--- config.mk ---
export PLATFORM = sky130hd
export DESIGN_NAME = uart_rx_deserializer
export DESIGN_NICKNAME = d
export VERILOG_FILES = /design/src/rtl/uart_rx_deserializer.sv
export SDC_FILE = /design/constraint.sdc
export NUM_CORES = 1
export LEC_CHECK = 0
export BUFFER_PORTS_ARGS = -buffer_cell sky130_fd_sc_hd__buf_2
export CORE_ASPECT_RATIO = 1.4
export CORE_MARGIN = 3
export CORE_UTILIZATION = 50
export DETAILED_ROUTE_END_ITERATION = 10
export PLACE_DENSITY = 0.65
export SETUP_SLACK_MARGIN = 0.1
export SYNTH_ARGS = -nofsm -noshare
export SYNTH_HDL_FRONTEND = slang
export SYNTH_SLANG_ARGS = --single-unit
export TNS_END_PERCENT = 30
--- constraint.sdc ---
create_clock -name clk -period 4.5 [get_ports clk]
set_input_delay 0.9 -clock clk [delete_from_list [all_inputs] [get_ports clk]]
set_output_delay 0.9 -clock clk [all_outputs]
set_load 0.05 [all_outputs]
--- src/rtl/uart_rx_deserializer.sv ---
// Purpose: 8N1 UART receiver; deserializes rx_i into bytes with framing/overrun flags.
// Latency: start edge to rx_valid_o = SYNC_STAGES + CLKS_PER_BIT/2 + 9*CLKS_PER_BIT cycles (+/-1).
// Backpressure: one-byte holding register; a byte arriving while it is full and not drained is dropped (overrun_o).
module uart_rx_deserializer #(
  parameter int CLKS_PER_BIT = 434,
  parameter int SYNC_STAGES  = 2
) (
  input  logic       clk,
  input  logic       rst_n,
  input  logic       rx_i,
  output logic [7:0] rx_data_o,
  output logic       rx_valid_o,
  input  logic       rx_ready_i,
  output logic       frame_err_o,
  output logic       overrun_o,
  output logic       busy_o
);

  localparam int BW = $clog2(CLKS_PER_BIT);
  localparam logic [BW-1:0] HALF_RELOAD = BW'(CLKS_PER_BIT / 2 - 1);
  localparam logic [BW-1:0] FULL_RELOAD = BW'(CLKS_PER_BIT - 1);
  localparam logic [BW-1:0] BAUD_ONE    = BW'(1);

  typedef enum logic [2:0] {
    S_IDLE,
    S_START,
    S_DATA,
    S_STOP,
    S_WAIT_HIGH
  } state_t;

  logic [SYNC_STAGES-1:0] r_sync;
  state_t                 r_state;
  logic [BW-1:0]          r_baud_cnt;
  logic [2:0]             r_bit_cnt;
  logic [7:0]             r_shift;
  logic [7:0]             r_data;
  logic                   r_valid;
  logic                   r_frame_err;
  logic                   r_overrun;
  logic                   r_busy;

  logic                   w_rx_s;
  logic                   w_baud_zero;
  logic                   w_pop;
  state_t                 w_state_nxt;
  logic [BW-1:0]          w_baud_nxt;
  logic [2:0]             w_bit_nxt;
  logic [7:0]             w_shift_nxt;
  logic                   w_load;
  logic                   w_ferr;
  logic                   w_ovr;

  assign w_rx_s      = r_sync[SYNC_STAGES-1];
  assign w_baud_zero = (r_baud_cnt == '0);
  assign w_pop       = r_valid & rx_ready_i;

  // Metastability synchronizer; resets to the idle-high line level.
  always_ff @(posedge clk or negedge rst_n) begin
    if (!rst_n) begin
      r_sync <= '1;
    end else begin
      r_sync <= {r_sync[SYNC_STAGES-2:0], rx_i};
    end
  end

  // Next-state, counter and event decode for the receive FSM.
  always_comb begin
    w_state_nxt = r_state;
    w_baud_nxt  = r_baud_cnt;
    w_bit_nxt   = r_bit_cnt;
    w_shift_nxt = r_shift;
    w_load      = 1'b0;
    w_ferr      = 1'b0;
    w_ovr       = 1'b0;
    case (r_state)
      S_IDLE: begin
        if (!w_rx_s) begin
          w_state_nxt = S_START;
          w_baud_nxt  = HALF_RELOAD;
        end
      end
      S_START: begin
        if (w_baud_zero) begin
          if (w_rx_s) begin
            // Line went back high by mid start bit: treat as a glitch.
            w_state_nxt = S_IDLE;
          end else begin
            w_state_nxt = S_DATA;
            w_bit_nxt   = 3'd0;
            w_baud_nxt  = FULL_RELOAD;
          end
        end else begin
          w_baud_nxt = r_baud_cnt - BAUD_ONE;
        end
      end
      S_DATA: begin
        if (w_baud_zero) begin
          // LSB arrives first, so shift in from the top.
          w_shift_nxt = {w_rx_s, r_shift[7:1]};
          w_baud_nxt  = FULL_RELOAD;
          if (r_bit_cnt == 3'd7) begin
            w_state_nxt = S_STOP;
          end else begin
            w_bit_nxt = r_bit_cnt + 3'd1;
          end
        end else begin
          w_baud_nxt = r_baud_cnt - BAUD_ONE;
        end
      end
      S_STOP: begin
        if (w_baud_zero) begin
          if (w_rx_s) begin
            w_state_nxt = S_IDLE;
            // A byte drained on this same edge frees the holding register.
            if (!r_valid || w_pop) begin
              w_load = 1'b1;
            end else begin
              w_ovr = 1'b1;
            end
          end else begin
            w_ferr      = 1'b1;
            w_state_nxt = S_WAIT_HIGH;
          end
        end else begin
          w_baud_nxt = r_baud_cnt - BAUD_ONE;
        end
      end
      S_WAIT_HIGH: begin
        // Do not re-arm on a held-low (break) line.
        if (w_rx_s) begin
          w_state_nxt = S_IDLE;
        end
      end
      default: begin
        w_state_nxt = S_IDLE;
      end
    endcase
  end

  // FSM state, counters and shift register.
  always_ff @(posedge clk or negedge rst_n) begin
    if (!rst_n) begin
      r_state    <= S_IDLE;
      r_baud_cnt <= '0;
      r_bit_cnt  <= 3'd0;
      r_shift    <= 8'h00;
      r_busy     <= 1'b0;
    end else begin
      r_state    <= w_state_nxt;
      r_baud_cnt <= w_baud_nxt;
      r_bit_cnt  <= w_bit_nxt;
      r_shift    <= w_shift_nxt;
      r_busy     <= (w_state_nxt != S_IDLE);
    end
  end

  // Holding register and valid/ready handshake; a load wins over a pop.
  always_ff @(posedge clk or negedge rst_n) begin
    if (!rst_n) begin
      r_data  <= 8'h00;
      r_valid <= 1'b0;
    end else begin
      if (w_load) begin
        r_data  <= r_shift;
        r_valid <= 1'b1;
      end else if (w_pop) begin
        r_valid <= 1'b0;
      end
    end
  end

  // Single-cycle error pulses.
  always_ff @(posedge clk or negedge rst_n) begin
    if (!rst_n) begin
      r_frame_err <= 1'b0;
      r_overrun   <= 1'b0;
    end else begin
      r_frame_err <= w_ferr;
      r_overrun   <= w_ovr;
    end
  end

  assign rx_data_o   = r_data;
  assign rx_valid_o  = r_valid;
  assign frame_err_o = r_frame_err;
  assign overrun_o   = r_overrun;
  assign busy_o      = r_busy;

endmodule

==> results of run 1 <==
[power breakdown]
| group | internal [mW] | switching (mW) |
|---|---|---|
| sequential | 0.334 | 0.00141 |
| clock | 0.180 | 0.117 |
| combinational | 0.00195 | 0.00824 |
| total | 0.516 | 0.127 |
[routing by layer]
metal,wire length (µm),part of all wire,vias up,track usage
met5,0,0,-,0
met4,19,0.0054,0,0.0570
met3,142,0.040,2,0.0421
met2,1850,0.52,26,0.309
met1,1510,0.43,640,0.195
li1,-,-,622,-
[registers in the layout, indices dropped and copies added, names as in the netlist]
name         cells
busy_o           1
frame_err_o      1
overrun_o        1
r_baud_cnt       9
r_bit_cnt        3
r_shift          8
r_state          3
r_sync           2
rx_data_o        8
rx_valid_o       1
[synthesized netlist by cell type (3+ instances only)]
cell type  count
dfrtp_1       35
nand2_1       13
nor3_1        11
mux2_2         8
mux2_4         8
nor2_1         6
o21ai_0        6
clkbuf_1       5
inv_1          5
nor3b_1        5
a2111oi_0      3
ha_1           3
nand3_1        3
nand4_1        3
o2bb2ai_1      3
[stage by stage]
step / worst slack, ps / hold WS [ps]
2_1_floorplan: 2070 / 345
3_3_place_gp: 1790 / 348
3_5_place_dp: 1680 / 354
4_1_cts: 1670 / 368
5_1_grt: 1560 / 374
6_report: 1680 / 365
[cell families (layout without fill, tap and decap cells)]
logic type,after synthesis,in the layout,synth area share
flip-flops,37,37,0.517
multiplexers,16,16,0.117
AND/OR/NAND/NOR,59,59,0.184
AO/OA/AOI/OAI,30,30,0.126
XOR/XNOR,1,1,0.00488
adder cells (fa/ha/maj),3,3,0.0209
buffers and inverters,12,29,0.0300
[worst max-delay path: stages (launching register included)]
cell and delay, ps:
dfrtp_1 420, inv_1 110, ha_1 250, or4b_1 560
or4_4 530, nor2b_2 500, mux2_4 350
[cell type report]
class | instances | area [µm²]
tap | 40 | 50.0
clock buffer | 6 | 82.6
fill | 292 | 1400
multi-input combinational | 109 | 813
clock inverter | 2 | 37.5
inverter | 5 | 18.8
timing repair buffer | 16 | 82.6
sequential | 37 | 928
[final timing paths]
kind / start / slack [ps] / to
setup / recovery: r_baud_cnt[0] / 1680 / rx_data_o[0]
hold / removal: r_sync[0] / 360 / r_sync[1]
setup reg to reg: r_baud_cnt[0] / 1680 / rx_data_o[0]
hold reg to reg: r_sync[0] / 360 / r_sync[1]
max in group asynchronous: rst_n / 3270 / r_baud_cnt[6]
min in group asynchronous: rst_n / 710 / overrun_o
==> flow_summary.rst, run 1 <==
.. list-table::
   :header-rows: 1

   * - Metric
     - Value
   * - Run status
     - finished clean
   * - Max-cap check violation count
     - 0
   * - Hold Buf Count CTS
     - 0
   * - Global placement routability congestion
     - 0.913
   * - Min-delay worst type
     - reg -> reg
   * - Clk Latency, worst-skew pair
     - 280 ps
   * - Die span in y
     - 76.9 µm
   * - Area added between synthesis and finish
     - 12.1%
   * - TritonCTS Buffers
     - 5
   * - Clk sink count
     - 37
   * - Fin Clk Skew
     - 5.27 ps
   * - Critical Path AT
     - 2990 ps
   * - Clock tree from TritonCTS
     - done
   * - Top area cells in the synthesized netlist
     - dfrtp_1 49%, mux2_4 6.7%, mux2_2 5.0%, nor3_1 3.1%, dfstp_2 2.9%
   * - Data required time of the worst path
     - 4670 ps
   * - Number of synthesis warnings
     - 0
   * - Starting DRC count in detailed routing
     - 38
   * - Worst-case vdd ir drop
     - 245 µV
   * - Overflow left after global routing
     - 0
   * - Number of placement rows
     - 25
   * - IO Pins
     - 16
   * - Area enclosed by the die boundary
     - 0.00436 mm²
   * - Maximum clock path buffer count
     - 2
   * - Std-Cell Core Area
     - 0.00341 mm²
   * - Cells after synthesis
     - 158
   * - Half-perimeter wire length after detailed placement
     - 2540 µm
   * - Layout cells sized above 1
     - 0.269
   * - Nature of the critical path endpoint
     - flip-flop
   * - Total nets after synthesis
     - 165
   * - Part of the Yosys area used for sequential elements
     - 0.517
   * - Routed via count
     - 1290
   * - Actual slew at the worst max-slew pin
     - 916 ps
   * - Cell accounting for the most synthesized area
     - dfrtp_1
   * - Post-DR wirelength/cell
     - 16.4 µm
   * - Number of pins exceeding their max-slew limit in the final report
     - 0
   * - Top fanout value on the critical path
     - 8
   * - Most frequent cells in the layout
     - 35 x dfrtp_1, 15 x buf_2, 13 x nand2_1
   * - Tcrit/Tclk final
     - 0.627
   * - Pin count of the biggest net entering global routing
     - 38
   * - Post-route cell area
     - 0.00201 mm²
   * - GRT Overall Usage
     - 0.172
   * - Post-detailed-route count of antenna-violating nets
     - 0
   * - Antenna violations before repair
     - 0
   * - Core utilization of the finished layout
     - 0.590
   * - Via count normalized by instance count
     - 6.00
   * - Overall power consumption
     - 0.643 mW
   * - Number of synthesized register bits
     - 37
   * - Area share of the leading cell type in the synthesized netlist
     - 0.488
   * - Worst-path clk slew
     - 70 ps
   * - Launching element type of the critical path
     - flip-flop
   * - Predominant post-synthesis flop cell
     - dfrtp_1
   * - Number of cells on the worst reg-to-reg path
     - 6
   * - Max Clk Rate
     - 354 MHz
   * - Root cell of the clock tree
     - clkbuf_8
   * - Cell area after technology mapping
     - 0.00180 mm²
   * - Post-CTS Setup Bufs
     - 0
   * - TritonRoute pass-1 iters
     - 4
   * - First-pass GRT wire length
     - 5970 µm
   * - Count of unique library cells instantiated by Yosys
     - 46
   * - Via count of the first global-routing pass
     - 1320
   * - Htree depth
     - 2
   * - Power per cell area
     - 319 mW/mm²
   * - Synthesized area per cell
     - 11.4 µm²
   * - Total wire length
     - 3520 µm
   * - RSZ-0062 raised after global routing
     - no
   * - Hold depth
     - 0
   * - Count of endpoints failing setup in the final report
     - 0
   * - Number of placed cells counting well taps
     - 207
   * - Die width
     - 56.6 µm
   * - Leakage power
     - 0.917 nW
   * - Class of the most critical setup path
     - reg -> reg
   * - Initial Utilization
     - 0.527
   * - Sum of negative setup slack
     - 0 ps
   * - Count of cells resized by post-cts repair
     - 0
   * - Post-layout net count
     - 181
   * - Final hold vios
     - 0
   * - Cell Count, Final, Fillers Out
     - 215
   * - Number of diodes
     - 0
   * - Final routed DRC violation total
     - 0
   * - DP Area
     - 0.00189 mm²
   * - Most common cell after layout, fill and taps aside
     - dfrtp_1
   * - Share of async-settable or async-resettable flops after synthesis
     - 1.00
   * - Clock period minus final worst setup slack
     - 2820 ps
   * - Headroom to the max-slew limit
     - 0.384
   * - Port buffer count
     - 15
   * - Count of flip-flops with a built-in enable after synthesis
     - 0
Power figures use the tool's default switching activity.
==> inputs of run 2 (changes only) <==
--- a/config.mk
+++ b/config.mk
@@ -10,7 +10,7 @@
 export CORE_MARGIN = 3
 export CORE_UTILIZATION = 50
 export DETAILED_ROUTE_END_ITERATION = 10
-export PLACE_DENSITY = 0.65
+export PLACE_DENSITY = 0.67
 export SETUP_SLACK_MARGIN = 0.1
 export SYNTH_ARGS = -nofsm -noshare
 export SYNTH_HDL_FRONTEND = slang
==> constraint.sdc (replaced) <==
create_clock -name clk -period 2.5 [get_ports clk]
set_input_delay 0.5 -clock clk [delete_from_list [all_inputs] [get_ports clk]]
set_output_delay 0.5 -clock clk [all_outputs]
set_load 0.05 [all_outputs]
==> run 2 against run 1 <==
  * Hold slack lost 81 ps
  * Wire length up 15%
  * Design area increased by 8.5%
  * Cell count up 7.4%
==> flow_summary.rst, run 2 (synthesis gave the netlist of run 1 again) <==
.. list-table::
   :header-rows: 1

   * - Metric
     - Value
   * - Run status
     - finished clean
   * - Most frequent cells in the layout
     - 35 x dfrtp_1, 16 x buf_4, 15 x buf_2
   * - Leakage power
     - 1.02 nW
   * - Kind of cell adding the most delay to the critical path
     - simple AND/OR/NAND/NOR gates
   * - Overall power consumption
     - 1.25 mW
   * - Clock tree from TritonCTS
     - done
   * - Max Clk Rate
     - 421 MHz
   * - Post-layout net count
     - 197
   * - Routed via count
     - 1426
   * - Fillers
     - 261
   * - Port buffer count
     - 15
   * - Worst hold slack across all endpoints
     - 284 ps
   * - Final routed DRC violation total
     - 0
   * - Root cell of the clock tree
     - clkbuf_8
   * - Total wire length
     - 4040 µm
   * - IO Pins
     - 16
   * - Max FFs per register
     - 9
   * - TritonCTS Buffers
     - 5
   * - Antenna violations before repair
     - 0
   * - Critical Path AT
     - 2560 ps
   * - Worst-path clk slew
     - 80 ps
   * - Tcrit/Tclk final
     - 0.949
   * - Starting DRC count in detailed routing
     - 47
   * - RSZ-0062 raised after global routing
     - yes
   * - Max-cap check violation count
     - 0
   * - Sum of negative setup slack
     - 0 ps
   * - Critical-path cell with the highest stage delay
     - or4_4
   * - Hold Buf Count CTS
     - 0
   * - Clk Latency, worst-skew pair
     - 290 ps
   * - Power per cell area
     - 573 mW/mm²
   * - Buffers & Inverters on Critical Path
     - 2
   * - Pin count of the biggest net entering global routing
     - 38
   * - GRT Overall Usage
     - 0.198
   * - Data required time of the worst path
     - 2680 ps
   * - Layout cells sized above 1
     - 0.351
   * - CP peak stage delay
     - 570 ps
   * - Min-delay worst type
     - in -> async
   * - Combined area of the multi-input logic cells
     - 835 µm²
   * - Worst-case vdd ir drop
     - 543 µV
   * - Area enclosed by the die boundary
     - 0.00436 mm²
   * - Number of diodes
     - 0
   * - First-pass GRT wire length
     - 6670 µm
   * - Number of pins exceeding their max-slew limit in the final report
     - 0
   * - Headroom to the max-slew limit
     - 0.470
   * - Count of endpoints failing setup in the final report
     - 0
   * - Die span in y
     - 76.9 µm
   * - Global placement routability congestion
     - 0.924
   * - Fin Clk Skew
     - 5.79 ps
   * - DP Area
     - 0.00198 mm²
   * - Post-route cell area
     - 0.00218 mm²
   * - Via count of the first global-routing pass
     - 1439
   * - Number of placed cells counting well taps
     - 217
   * - Clk sink count
     - 37
   * - Post-DR wirelength/cell
     - 17.5 µm
   * - Cell Count, Final, Fillers Out
     - 231
   * - Largest register by flop count
     - r_baud_cnt
   * - Initial Utilization
     - 0.527
   * - Final hold vios
     - 0
   * - Std-Cell Core Area
     - 0.00341 mm²
   * - Maximum clock path buffer count
     - 2
   * - Top fanout value on the critical path
     - 8
   * - Die width
     - 56.6 µm
   * - TritonRoute pass-1 iters
     - 4
   * - Most common cell after layout, fill and taps aside
     - dfrtp_1
   * - Launching element type of the critical path
     - flip-flop
   * - Via count normalized by instance count
     - 6.17
   * - Critical path cell sequence
     - inv_2 -> ha_4 -> or4b_4 -> or4_4 -> nor2b_4 -> buf_12 -> mux2_4
   * - Half-perimeter wire length after detailed placement
     - 2840 µm
   * - Overflow left after global routing
     - 0
   * - Area added between synthesis and finish
     - 21.7%
   * - Register cell area after layout
     - 928 µm²
   * - Number of placement rows
     - 25
   * - Actual slew at the worst max-slew pin
     - 795 ps
   * - Nature of the critical path endpoint
     - flip-flop
   * - Htree depth
     - 2
   * - Class of the most critical setup path
     - reg -> reg
   * - Clock period minus final worst setup slack
     - 2370 ps
   * - Post-detailed-route count of antenna-violating nets
     - 0
## run 2: worst reg2reg max path: cells and delay by family (launching register included)
| family | cells | cell delay, ps |
|---|---|---|
| mux | 1 | 300 |
| flops | 1 | 420 |
| buf+inv | 2 | 240 |
| simple gates | 3 | 1160 |
| fa+ha+maj | 1 | 140 |
## run 2: final timing paths
path                               startpoint           end  slack (ps)  cells after the start
worst max-delay path            r_baud_cnt[1]  rx_data_o[7]         130                      7
worst min-delay path                    rst_n  rx_data_o[1]         280                      1
worst max register to register  r_baud_cnt[1]  rx_data_o[7]         130                      7
worst min register to register      r_sync[0]     r_sync[1]         360                      0
max in group asynchronous               rst_n    r_state[2]        1710                      1
min in group clk                         rx_i     r_sync[0]         300                      1
## run 2: metrics by stage
| step | util | setup slack (ps) |
|---|---|---|
| 2_1_floorplan | - | 102 |
| 3_3_place_gp | 0.582 | 135 |
| 3_5_place_dp | 0.582 | 73.8 |
| 4_1_cts | 0.626 | 118 |
| 5_1_grt | 0.641 | 75.6 |
| 6_report | 0.641 | 127 |
## run 2: final cells by class
| cell class | instances | share of cell area |
|---|---|---|
| Tap cell | 40 | 0.0229 |
| Timing Repair Buffer | 32 | 0.0985 |
| Clock inverter | 3 | 0.0315 |
| Sequential cell | 37 | 0.425 |
| Clock buffer | 5 | 0.0315 |
| Multi-Input combinational cell | 109 | 0.382 |
| Inverter | 5 | 0.00859 |
## run 2: report_power, final
part | internal [mW] | switching, mW | leakage (nW)
clock | 0.402 | 0.228 | 0.0687
combinational | 0.00351 | 0.0146 | 0.465
sequential | 0.601 | 0.00280 | 0.487
## run 2: routing by layer
metal,global-route usage,up-vias,share of wire
met5,0,-,0
met4,0.119,0,0.039
met3,0.0488,19,0.055
met2,0.344,55,0.52
met1,0.210,699,0.38
li1,-,653,-
## run 2: timing repair
| item | CTS | global route |
|---|---|---|
| setup buffers | 0 | 6 |
| gates resized for setup | 2 | 2 |
| pin swaps | 1 | 2 |
| setup endpoints to repair | 8 | 9 |
==> inputs of run 3 (changes only) <==
--- a/config.mk
+++ b/config.mk
@@ -6,11 +6,13 @@
 export NUM_CORES = 1
 export LEC_CHECK = 0
 export BUFFER_PORTS_ARGS = -buffer_cell sky130_fd_sc_hd__buf_2
+export CELL_PAD_IN_SITES_DETAIL_PLACEMENT = 1
+export CELL_PAD_IN_SITES_GLOBAL_PLACEMENT = 2
 export CORE_ASPECT_RATIO = 1.4
 export CORE_MARGIN = 3
-export CORE_UTILIZATION = 50
+export CORE_UTILIZATION = 35
 export DETAILED_ROUTE_END_ITERATION = 10
-export PLACE_DENSITY = 0.67
+export PLACE_DENSITY = 0.7
 export SETUP_SLACK_MARGIN = 0.1
 export SYNTH_ARGS = -nofsm -noshare
 export SYNTH_HDL_FRONTEND = slang
==> run 3 against run 2 <==
  * Non-clock buffer count increased by 2
  * Global-route usage decreased by 3.4 points
  * Clock skew increased by 0.51 ps
  * Register-to-register slack improved by 30 ps
  * Sequential cell count unchanged
  * Combinational power about the same
  * Wire length increased by 11%
  * Design area decreased by 0.29%
  * Sequential power about the same
  * First-iteration DRC count increased by 4.3%
==> flow_summary.rst, run 3 (synthesis gave the netlist of run 1 again) <==
.. list-table::
   :header-rows: 1

   * - Metric
     - Value
   * - Number of placed cells counting well taps
     - 247
   * - Leakage power
     - 1.00 nW
   * - Switching power of the nets
     - 0.230 mW
   * - Data required time of the worst path
     - 2670 ps
   * - R2r setup slk
     - 160 ps
   * - Starting DRC count in detailed routing
     - 49
   * - IO Pins
     - 16
   * - Cell Count, Final, Fillers Out
     - 257
   * - Root cell of the clock tree
     - clkbuf_8
   * - Fin Clk Skew
     - 6.30 ps
   * - Switching Share
     - 0.224
   * - Power per cell area
     - 471 mW/mm²
   * - GRT Overall Usage
     - 0.164
   * - Die width
     - 66.5 µm
   * - Launching element type of the critical path
     - flip-flop
   * - Sum of negative setup slack
     - 0 ps
   * - Pin count of the biggest net entering global routing
     - 38
   * - Max FFs per register
     - 9
   * - Maximum clock path buffer count
     - 2
   * - Number of diodes
     - 0
   * - Headroom to the max-slew limit
     - 0.462
   * - Clock period minus final worst setup slack
     - 2340 ps
   * - Worst-case vdd ir drop
     - 171 µV
   * - Die span in y
     - 90.7 µm
   * - Via count normalized by instance count
     - 5.38
   * - Register cell area after layout
     - 928 µm²
   * - Number of cells on the worst reg-to-reg path
     - 7
   * - Worst-path clk slew
     - 70 ps
   * - Post-DR wirelength/cell
     - 17.4 µm
   * - Start point of the critical path
     - r_baud_cnt[1]
   * - Hold Buf Count CTS
     - 0
   * - Overflow left after global routing
     - 0
   * - Actual slew at the worst max-slew pin
     - 807 ps
   * - Largest register by flop count
     - r_baud_cnt
   * - Core utilization of the finished layout
     - 0.443
   * - Comb power frac
     - 0.018
   * - Port buffer count
     - 15
   * - Worst R2R Start
     - r_baud_cnt[1]
   * - Number of pins exceeding their max-slew limit in the final report
     - 0
   * - Critical Path AT
     - 2510 ps
   * - Via count of the first global-routing pass
     - 1507
   * - DP Area
     - 0.00206 mm²
   * - First-pass GRT wire length
     - 7630 µm
   * - Post-detailed-route count of antenna-violating nets
     - 0
   * - Top fanout value on the critical path
     - 8
   * - Count of endpoints failing setup in the final report
     - 0
   * - Half-perimeter wire length after detailed placement
     - 3470 µm
   * - Final routed DRC violation total
     - 0
   * - Initial Utilization
     - 0.365
   * - Internal power summed over all cells
     - 0.797 mW
   * - RSZ-0062 raised after global routing
     - no
   * - Clk Latency, worst-skew pair
     - 290 ps
   * - Antenna violations before repair
     - 0
   * - Max-cap check violation count
     - 0
   * - Post-route cell area
     - 0.00218 mm²
   * - Clock tree from TritonCTS
     - done
   * - Capture instance of the worst register-to-register path
     - rx_data_o[1]
   * - Class of the most critical setup path
     - reg -> reg
   * - Max Clk Rate
     - 427 MHz
   * - Most common cell after layout, fill and taps aside
     - dfrtp_1
   * - Most frequent cells in the layout
     - 35 x dfrtp_1, 18 x buf_4, 15 x buf_2
   * - Std-Cell Core Area
     - 0.00492 mm²
   * - TritonCTS Buffers
     - 5
   * - Tcrit/Tclk final
     - 0.936
   * - Min-delay worst type
     - in -> async
   * - Area enclosed by the die boundary
     - 0.00604 mm²
   * - Post-Place Worst Slack
     - 86.2 ps
   * - Area added between synthesis and finish
     - 21.3%
   * - Htree depth
     - 2
   * - Part of the total power dissipated in the clock network
     - 0.394
   * - Layout cells sized above 1
     - 0.352
   * - Run status
     - finished clean
   * - TritonRoute pass-1 iters
     - 4
   * - Sequential Power Share
     - 0.588
   * - Post-layout net count
     - 199
   * - Total wire length
     - 4480 µm
   * - Nature of the critical path endpoint
     - flip-flop
   * - Fillers
     - 561
   * - Combined area of the multi-input logic cells
     - 835 µm²
   * - Minimum setup slack in the final design
     - 160 ps
   * - Global placement routability congestion
     - 0.842
   * - Final hold vios
     - 0
   * - Routed via count
     - 1383
   * - Clk sink count
     - 37
   * - Number of placement rows
     - 30
==> run 3: cell count changes in the layout (fill, tap and decap cells not counted), sizes merged <==
cell      previous run  this run
bufinv               2         0
clkinvlp             0         1
inv                  6         5
buf                 32        34
clkinv               0         2
==> run 3: worst max-delay path by stage <==
stage               cells after the start  slack [ps]      endpoint
floorplan                               8         100  rx_data_o[0]
finish                                  7         160  rx_data_o[1]
global placement                        7         190  rx_data_o[6]
global route                            7          90  rx_data_o[7]
detailed placement                      7          90  rx_data_o[1]
CTS                                     7         100  rx_data_o[1]
==> run 3: power by group through the flow <==
stage | Sequential [mW] | Combinational, mW | Clock (mW)
2_1_floorplan | 0.613 | 0.00581 | 0
3_3_place_gp | 0.615 | 0.0189 | 0
3_5_place_dp | 0.616 | 0.0198 | 0
4_1_cts | 0.604 | 0.0198 | 0.421
5_1_grt | 0.604 | 0.0223 | 0.453
6_report | 0.604 | 0.0183 | 0.405
==> run 3: metrics by stage <==
step | power [mW] | hold slack [ps]
floorplan | 0.619 | 204
global placement | 0.634 | 348
detailed placement | 0.635 | 349
CTS | 1.04 | 298
global route | 1.08 | 295
finish | 1.03 | 296
==> run 3: cell type report <==
cell class | instances | area share
multi-input cells | 109 | 0.383
inverters | 5 | 0.00862
repair buffers | 34 | 0.106
clock inverters | 3 | 0.00804
flip-flops and latches | 37 | 0.426
clock buffers | 5 | 0.0316
well taps | 64 | 0.0368
==> run 3: worst max-delay path, cell delays in order, from the launching register on <==
cell and delay [ps]:
dfrtp_1 380, inv_1 130, ha_4 150, or4b_4 450, or4_4 530, nor2b_4 150, buf_12 140, mux2_4 300
==> run 3: timing repair <==
item / CTS / global route
endpoints found under the setup margin: 8 / 9
buffers inserted: 0 / 2
resized for setup: 1 / 2
==> run 3: routing by layer <==
layer / GRT usage / vias to the layer above / share of wire
met2: 0.279 / 21 / 0.56
met1: 0.191 / 703 / 0.40
met3: 0.0336 / 7 / 0.021
met5: 0 / - / 0
li1: - / 652 / -
met4: 0.0780 / 0 / 0.017
